$ cat src/rtl/pipeline_hazard_ctrl.sv
// pipeline_hazard_ctrl
//   Stall/flush controller for a 5-stage pipeline. It decides every cycle
//   whether the pipeline advances, freezes on a memory wait, squashes
//   wrong-path instructions after a taken branch, or inserts a load-use
//   bubble. A halt in WB parks the pipeline until reset.
//
// Ports
//   CLK, RST          clock; synchronous active-high reset
//   ihit, dhit        instruction / data memory ready
//   mem_req           MEM stage has a data access pending
//   idex_dREN/rt      load in ID/EX and its destination register
//   ifid_rs/rt        source registers of the IF/ID instruction
//   ex_pcsrc          taken branch/jump resolved in EX
//   wb_halt           halt instruction reached WB
//   pc_en, *_en       PC and pipeline register write enables
//   *_flush           pipeline register clear-to-bubble (wins over *_en)
//   halted            processor is parked in HALT
//   stall_cnt         saturating count of cycles with pc_en=0 (not in HALT)
//   flush_cnt         saturating count of taken-branch flush cycles
module pipeline_hazard_ctrl (
  input  logic        CLK,
  input  logic        RST,
  input  logic        ihit,
  input  logic        dhit,
  input  logic        mem_req,
  input  logic        idex_dREN,
  input  logic [4:0]  idex_rt,
  input  logic [4:0]  ifid_rs,
  input  logic [4:0]  ifid_rt,
  input  logic        ex_pcsrc,
  input  logic        wb_halt,
  output logic        pc_en,
  output logic        ifid_en,
  output logic        idex_en,
  output logic        exmem_en,
  output logic        memwb_en,
  output logic        ifid_flush,
  output logic        idex_flush,
  output logic        exmem_flush,
  output logic        halted,
  output logic [15:0] stall_cnt,
  output logic [15:0] flush_cnt
);

  typedef enum logic [1:0] {RUN, FREEZE, HALT} state_t;

  state_t state, next_state;
  logic   freeze_cond, lu_hazard, flush_evt;

  // Memory wait: a pending data access waits on dhit; otherwise the fetch
  // waits on ihit.
  assign freeze_cond = (mem_req && !dhit) || (!mem_req && !ihit);

  // r0 is hardwired zero, so a load into it never creates a dependency.
  assign lu_hazard = idex_dREN && (idex_rt != 5'd0) &&
                     ((idex_rt == ifid_rs) || (idex_rt == ifid_rt));

  always_ff @(posedge CLK) begin
    if (RST) state <= RUN;
    else     state <= next_state;
  end

  always_comb begin
    next_state = state;
    case (state)
      RUN, FREEZE: begin
        if (wb_halt)          next_state = HALT;
        else if (freeze_cond) next_state = FREEZE;
        else                  next_state = RUN;
      end
      HALT:    next_state = HALT;
      default: next_state = RUN;
    endcase
  end

  // Outputs depend on the current inputs, so the cycle that ends a freeze
  // already applies the branch/load-use/normal controls. A branch seen while
  // frozen stays in EX (its register is held) and is flushed on release.
  always_comb begin
    pc_en       = 1'b1;
    ifid_en     = 1'b1;
    idex_en     = 1'b1;
    exmem_en    = 1'b1;
    memwb_en    = 1'b1;
    ifid_flush  = 1'b0;
    idex_flush  = 1'b0;
    exmem_flush = 1'b0;
    flush_evt   = 1'b0;
    if (RST) begin
      {pc_en, ifid_en, idex_en, exmem_en, memwb_en} = 5'b0;
      {ifid_flush, idex_flush, exmem_flush}         = 3'b111;
    end else if (state == HALT || freeze_cond) begin
      {pc_en, ifid_en, idex_en, exmem_en, memwb_en} = 5'b0;
    end else if (ex_pcsrc) begin
      ifid_flush = 1'b1;
      idex_flush = 1'b1;
      flush_evt  = 1'b1;
    end else if (lu_hazard) begin
      pc_en      = 1'b0;
      ifid_en    = 1'b0;
      idex_flush = 1'b1;
    end
  end

  assign halted = (state == HALT);

  always_ff @(posedge CLK) begin
    if (RST) begin
      stall_cnt <= '0;
      flush_cnt <= '0;
    end else begin
      if (!pc_en && state != HALT && stall_cnt != 16'hFFFF)
        stall_cnt <= stall_cnt + 16'd1;
      if (flush_evt && flush_cnt != 16'hFFFF)
        flush_cnt <= flush_cnt + 16'd1;
    end
  end

endmodule

$ cat config.mk
export PLATFORM = sky130hd
export DESIGN_NAME = pipeline_hazard_ctrl
export DESIGN_NICKNAME = d
export VERILOG_FILES = /design/src/rtl/pipeline_hazard_ctrl.sv
export SDC_FILE = /design/constraint.sdc
export NUM_CORES = 1
export LEC_CHECK = 0
export ABC_AREA = 0
export CAP_MARGIN = 20
export CORE_UTILIZATION = 40
export CTS_CLUSTER_DIAMETER = 50
export DETAILED_ROUTE_END_ITERATION = 12
export DONT_BUFFER_PORTS = 1
export GPL_ROUTABILITY_DRIVEN = 1
export MAX_ROUTING_LAYER = met4
export SLEW_MARGIN = 0
export SYNTH_ARGS = -nofsm -noshare
export SYNTH_HDL_FRONTEND = slang
export SYNTH_SLANG_ARGS = --single-unit
$ cat constraint.sdc
create_clock -name CLK -period 2.4 [get_ports CLK]
set_input_delay 0.24 -clock CLK [delete_from_list [all_inputs] [get_ports CLK]]
set_output_delay 0.24 -clock CLK [all_outputs]
set_load 0.005 [all_outputs]
==> results.md, run 1 <==
| Item | This run |
| --- | --- |
| Maximum number of pins on one net before global-route repair | 37 |
| Crit path setup slack, layout | 0.268 ns |
| Width of the die | 69.2 um |
| Clock Skew | 0.00687 ns |
| Area Growth Syn to Fin | 7.83% |
| Iteration-0 DRC Markers | 84 |
| Critical Path Source Type | flip-flop |
| Flops & latches, synth | 34 |
| Antenna cells | 0 |
| Gate family responsible for the most delay along the worst path | simple AND/OR/NAND/NOR gates |
| Post-Route Setup TNS | 0 ns |
| Number of buffers inserted by hold repair at cts | 0 |
| Clock root buffer | sky130_fd_sc_hd__clkbuf_8 |
| Number of design rule violations left after detail routing | 0 |
| Final Cell Area | 1950 sq um |
| FP Rows | 24 |
| Pre-antenna DRT Iters | 4 |
| Slowest-stage cell, CP | sky130_fd_sc_hd__or4_1 |
| Number of pins exceeding their max-slew limit in the final report | 0 |
| Proportion of netlist area held by the largest area contributor | 0.377 |
| Ys flop type | sky130_fd_sc_hd__dfxtp_1 |
| Area of combinational cells with multiple inputs | 1040 sq um |
| Top sig layer | met4 |
| Proportion of synthesized chip area in sequential cells | 0.377 |
| Final hold slack | 0.0225 ns |
| Vias per cell | 5.70 |
| Instance area after placement | 1840 sq um |
| Deepest level of the CTS H-tree | 2 |
| Most common library cells after synthesis | 34 x sky130_fd_sc_hd__dfxtp_1, 24 x sky130_fd_sc_hd__nor2_1, 16 x sky130_fd_sc_hd__nand2_1, 16 x sky130_fd_sc_hd__xnor2_1 |
| Final setup violation count | 0 |
| Post-Route M1 WL | 1.76 mm |
| Worst slack at placement | 0.292 ns |
| Unrepaired setup endpoints after global routing | false |
| Min-delay worst type | in2reg |
| Type of the worst setup path | reg2reg |
| Via count of the first global-routing pass | 1453 |
| Total global routing overflow | 0 |
| DPL Wire Length | 2.85 mm |
| Number of placed I/O pins | 64 |
| Overall power of the completed layout | 1.19 mW |
| Antenna violations before repair | 0 |
| Origin of the worst min-delay path | RST |
| Number of placed cells counting well taps | 261 |
| List of cells traversed by the critical path | ha_1, nand2_1, nor2_1, a311oi_1, a21oi_2, buf_4, or4_1, a21oi_1 |
| Static leakage | 0.607 nW |
| Post-Synthesis Cells | 215 |
| Die Y | 69.2 um |
| Crit Path Max Fanout | 16 |
| Share of the core filled with cells in the final layout | 0.447 |
| Required time of the critical path | 2.61 ns |
| Setup bufs post-CTS | 0 |
| Final worst path period need | 2.13 ns |
| Final layout net count | 241 |
| Start point of the critical path | stall_cnt[0] |
| Transition time at the pin with the least slew margin | 0.413 ns |
| DIE AREA | 4790 sq um |
| Routed length per placed instance | 14.4 um |
| Fin crit share | 0.888 |
| Highest clock rate | 0.469 GHz |
| Register area | 681 sq um |
| Overall track demand over capacity in global routing | 0.183 |
| Result of the run | finished clean |
| Nets in the synthesized netlist | 240 |
| Count of instances resized after the clock tree is built | 0 |
| Drt total wl | 3.86 mm |
| Unique cell type count in the Yosys netlist | 37 |
| Max-cap violations | 0 |
| Share of final-layout standard cells stronger than drive strength 1 | 0.0876 |
| TritonCTS clock tree | yes |
| Arrival @ worst endpoint | 2.34 ns |
| Syn Area/Cell | 8.40 sq um |
| Tightest slew margin relative to the limit | 0.725 |
| Proportion of register bits with asynchronous set or reset after synthesis | 0 |
| Number of synthesized flops with an enable pin | 0 |
| Core Area | 4350 sq um |
| Startpoint of the most critical register-to-register path | stall_cnt[0] |
| Maximum clock path buffer count | 2 |
| Routed via count | 1534 |
| Syn. warnings | 0 |
| Non-filler cells, final | 269 |
| Sort of element at the end of the critical path | flip-flop |
| Cell type contributing the most total cell area after synthesis | sky130_fd_sc_hd__dfxtp_1 |
| Buf/Inv on CP | 1 |
| Initial standard-cell utilization of the core | 0.415 |
| Number of nets still failing antenna checks after routing | 0 |
| Met2 Wirelength | 1.78 mm |
| Input/output buffers | 0 |
| Worst skew pair latency | 0.28 ns |
| Worst ir drop on vdd | 0.254 mV |
| Num Clock Sinks | 34 |
| First-pass GRT wire length | 6.97 mm |
| Register clock-pin slew on the reported worst setup and hold paths | 0.07 ns |
| Final hold viol count | 0 |
| Most numerous cell in the Yosys netlist | sky130_fd_sc_hd__dfxtp_1 |
| Placer's final routability congestion estimate | 0.726 |
| Cell Area, Synth | 1810 sq um |
| Power per cell area | 610 nW/um^2 |
| Slowest stage delay, CP | 0.48 ns |
| Top cells by area in the synthesized netlist | sky130_fd_sc_hd__dfxtp_1 38%, sky130_fd_sc_hd__xnor2_1 7.8%, sky130_fd_sc_hd__nor2_1 5.0% |
| Routed length on met3 | 284 um |
| Filler instances | 463 |
| TritonCTS buffer count | 5 |
## report_power, final
part,switching (mW),total (mW),internal [mW]
Clock,0.201,0.512,0.311
Sequential,0.0126,0.587,0.574
Combinational,0.0463,0.0883,0.0420
## layout make-up
type | count | area share
well taps | 52 | 0.0334
clock buffers | 7 | 0.0392
flip-flops and latches | 34 | 0.350
multi-input cells | 165 | 0.533
clock inverters | 1 | 0.0154
inverters | 5 | 0.00964
repair buffers | 5 | 0.0193
## layer usage
| layer | global-route usage | vias up |
|---|---|---|
| met4 | 0.0476 | 0 |
| li1 | - | 770 |
| met5 | - | - |
| met1 | 0.229 | 713 |
| met2 | 0.275 | 47 |
| met3 | 0.0712 | 4 |
## layout by cell type, fill, tap and decap left out, types with 2 or more instances in the layout
master / instances
sky130_fd_sc_hd__and4_1: 3
sky130_fd_sc_hd__xnor2_1: 16
sky130_fd_sc_hd__dfxtp_1: 34
sky130_fd_sc_hd__nand4_1: 9
sky130_fd_sc_hd__clkbuf_1: 2
sky130_fd_sc_hd__and3_1: 3
sky130_fd_sc_hd__o31ai_1: 2
sky130_fd_sc_hd__or2_2: 2
sky130_fd_sc_hd__a21oi_1: 14
sky130_fd_sc_hd__or3_1: 13
sky130_fd_sc_hd__nor3_1: 4
sky130_fd_sc_hd__a311oi_1: 2
sky130_fd_sc_hd__nand3_1: 13
sky130_fd_sc_hd__buf_4: 5
sky130_fd_sc_hd__nor2_1: 24
sky130_fd_sc_hd__o21ai_0: 14
sky130_fd_sc_hd__inv_1: 5
sky130_fd_sc_hd__or4_1: 3
sky130_fd_sc_hd__xor2_1: 10
sky130_fd_sc_hd__clkbuf_8: 5
sky130_fd_sc_hd__nand2_1: 16
sky130_fd_sc_hd__ha_1: 2
## final timing paths
kind         slack, ns            end  cells past startpoint
max reg2reg       0.27  stall_cnt[11]                      8
min reg2reg       0.43       state[1]                      1
max               0.27  stall_cnt[11]                      8
min               0.02   stall_cnt[4]                      1
## registers in the layout, indices dropped and copies added, names as in the netlist
name,cells
flush_cnt,16
stall_cnt,16
state,2
## kinds of logic after synthesis
kind of cell | after synthesis | share of synthesized area
simple gates | 92 | 0.263
compound gates | 43 | 0.159
flops | 34 | 0.377
xor+xnor | 26 | 0.126
buf+inv | 16 | 0.0478
mux | 2 | 0.0132
fa+ha+maj | 2 | 0.0139
Note: power is estimated with default switching activity, not from simulation.
==> run 2: changes to the inputs <==
CORE_MARGIN = 5   (was unset)
CORE_UTILIZATION = 45   (was 40)
CTS_BUF_LIST = sky130_fd_sc_hd__clkbuf_4   (was unset)
==> run 2 against run 1 <==
Clock power shrank 38%. Cell count shrank 0.74%. Maximum frequency shrank 0.26%. Worst hold slack gained 0.088 ns. Critical path depth is the same. Register-to-register slack is essentially flat. Total power shrank 15%. Critical endpoint unchanged. Largest cell class unchanged.
==> results.md, run 2 (same netlist as run 1, synthesis figures left out) <==
| Item | This run | Delta |
| --- | --- | --- |
| Type of the worst setup path | reg2reg |  |
| Crit Path Max Fanout | 18 | +2 |
| Width of the die | 73.3 um | +6.0% |
| Input/output buffers | 0 | unchanged |
| Internal power component | 0.743 mW | -20% |
| Deepest level of the CTS H-tree | 2 | unchanged |
| Buf/Inv on CP | 1 | unchanged |
| Highest clock rate | 0.468 GHz | -0.26% |
| Slowest-stage cell, CP | sky130_fd_sc_hd__or4_1 |  |
| Final Cell Area | 1910 sq um | -1.7% |
| Count of instances resized after the clock tree is built | 0 | unchanged |
| Register area | 681 sq um | unchanged |
| Share of final-layout standard cells stronger than drive strength 1 | 0.0876 | unchanged |
| Number of placed cells counting well taps | 257 | -1.5% |
| Setup bufs post-CTS | 0 | unchanged |
| Fin crit share | 0.891 | +0.00231 |
| Maximum number of pins on one net before global-route repair | 33 | -11% |
| Via count of the first global-routing pass | 1329 | -8.5% |
| Min-delay worst type | in2reg |  |
| Max-cap violations | 0 | unchanged |
| Unrepaired setup endpoints after global routing | false |  |
| Number of design rule violations left after detail routing | 0 | unchanged |
| Most frequent cells in the layout | 34 x sky130_fd_sc_hd__dfxtp_1, 24 x sky130_fd_sc_hd__nor2_1, 16 x sky130_fd_sc_hd__xnor2_1, 16 x sky130_fd_sc_hd__nand2_1 |  |
| Register clock-pin slew on the reported worst setup and hold paths | 0.11 ns | +0.04 ns |
| Antenna violations before repair | 0 | unchanged |
| Filler instances | 392 | -15% |
| Drt total wl | 4.06 mm | +5.1% |
| Clock root buffer | sky130_fd_sc_hd__clkbuf_4 |  |
| Number of nets still failing antenna checks after routing | 0 | unchanged |
| Commonest non-fill, non-tap cell in the layout | sky130_fd_sc_hd__dfxtp_1 |  |
| Number of placed I/O pins | 64 | unchanged |
| Initial standard-cell utilization of the core | 0.458 | +0.0433 |
| Instance area after placement | 1820 sq um | -0.95% |
| Clock Skew | 0.0122 ns | +0.00534 ns |
| Critical Path Source Type | flip-flop |  |
| Post-Route Setup TNS | 0 ns | unchanged |
| Vias per cell | 5.83 | +2.2% |
| Pre-antenna DRT Iters | 4 | unchanged |
| Required time of the critical path | 2.68 ns | +0.07 ns |
| Final hold viol count | 0 | unchanged |
| TritonCTS clock tree | yes |  |
| Clock power share | 0.313 | -0.118 |
| Worst skew pair latency | 0.34 ns | +0.06 ns |
| First-pass GRT wire length | 6.44 mm | -7.5% |
| Gate family responsible for the most delay along the worst path | simple AND/OR/NAND/NOR gates |  |
| Non-filler cells, final | 267 | -0.74% |
| Arrival @ worst endpoint | 2.42 ns | +0.08 ns |
| Routed via count | 1556 | +1.4% |
| Antenna cells | 0 | unchanged |
| Total global routing overflow | 0 | unchanged |
| Final layout net count | 241 | unchanged |
| List of cells traversed by the critical path | ha_1, nand2_1, nor2_1, a311oi_1, a21oi_2, buf_4, or4_1, a21oi_1 |  |
| Sort of element at the end of the critical path | flip-flop |  |
| Num Clock Sinks | 34 | unchanged |
| Overall power of the completed layout | 1.01 mW | -15% |
| Slowest stage delay, CP | 0.47 ns | about the same |
| Worst ir drop on vdd | 0.236 mV | -7.0% |
| Final setup violation count | 0 | unchanged |
| Core Area | 3940 sq um | -9.5% |
| Die Y | 73.3 um | +6.0% |
| Reg2Reg Setup Slack | 0.26 ns | about the same |
| Proportion of total power due to net switching | 0.262 | +0.0430 |
| Switch Pwr | 0.264 mW | +1.4% |
| Transition time at the pin with the least slew margin | 0.526 ns | +0.112 ns |
| DIE AREA | 5380 sq um | +12% |
| Iteration-0 DRC Markers | 112 | +33% |
| Tightest slew margin relative to the limit | 0.648 | -0.0761 |
| Final worst path period need | 2.14 ns | +0.00555 ns |
| DPL Wire Length | 3.01 mm | +5.8% |
| Area of combinational cells with multiple inputs | 1040 sq um | unchanged |
| Routed length per placed instance | 15.2 um | +5.9% |
| Static leakage | 0.594 nW | -2.2% |
| Combinational power share | 0.104 | +0.030 |
| Power per cell area | 526 nW/um^2 | -14% |
| TritonCTS buffer count | 5 | unchanged |
| Maximum clock path buffer count | 2 | unchanged |
| Overall track demand over capacity in global routing | 0.156 | -0.0263 |
| Area Growth Syn to Fin | 6.03% |  |
| Biggest regs | flush_cnt (16), stall_cnt (16), state (2) |  |
| FP Rows | 23 | -4.2% |
| Number of pins exceeding their max-slew limit in the final report | 0 | unchanged |
| Result of the run | finished clean |  |
| Proportion of power drawn by flip-flops and latches | 0.583 | +0.089 |
| Final hold slack | 0.110 ns | +0.0878 ns |
| Placer's final routability congestion estimate | 0.819 | +13% |
run 2: power by group through the flow:
| stage | Combinational [mW] | Sequential [mW] | Clock, mW |
|---|---|---|---|
| 6_report | 0.105 | 0.587 | 0.315 |
| 2_1_floorplan | 0.0896 | 0.597 | 0 |
| 3_5_place_dp | 0.0905 | 0.600 | 0 |
| 4_1_cts | 0.100 | 0.587 | 0.324 |
| 3_3_place_gp | 0.0863 | 0.599 | 0 |
| 5_1_grt | 0.118 | 0.589 | 0.342 |
run 2: final timing paths:
check | startpoint | endpoint | cells after the start
setup / recovery | stall_cnt[0] | stall_cnt[11] | 8
hold / removal | RST | flush_cnt[1] | 3
setup reg to reg | stall_cnt[0] | stall_cnt[11] | 8
hold reg to reg | state[0] | state[1] | 1
run 2: cell type report:
type                            count  share of cell area
Tap cell                           50              0.0327
Inverter                            5             0.00980
Multi-Input combinational cell    165               0.542
Timing Repair Buffer                5              0.0314
Clock buffer                        6              0.0235
Clock inverter                      2             0.00458
Sequential cell                    34               0.356
run 2: per-stage QoR:
stage	worst slack (ns)	util
CTS	0.243	0.479
detailed placement	0.277	0.462
floorplan	0.474	-
global placement	0.324	0.462
finish	0.262	0.486
global route	0.111	0.486
run 2: timing repair:
item / 4_1_cts / 5_1_grt
hold endpoints to repair: 32 / 0
setup endpoints to repair: 0 / 0
hold buffers: 1 / 0
run 2: per-layer routing:
layer | part of all wire | track usage | routed length (um)
met2 | 0.43 | 0.219 | 1760
met4 | 0.013 | 0.0523 | 53
met3 | 0.11 | 0.0698 | 439
met5 | 0 | - | 0
met1 | 0.44 | 0.200 | 1800
run 2: tightest hold or removal path: stages:
cell	delay [ns]
sky130_fd_sc_hd__inv_1	0.04
sky130_fd_sc_hd__nand2_1	0.06
sky130_fd_sc_hd__o21ai_0	0.06
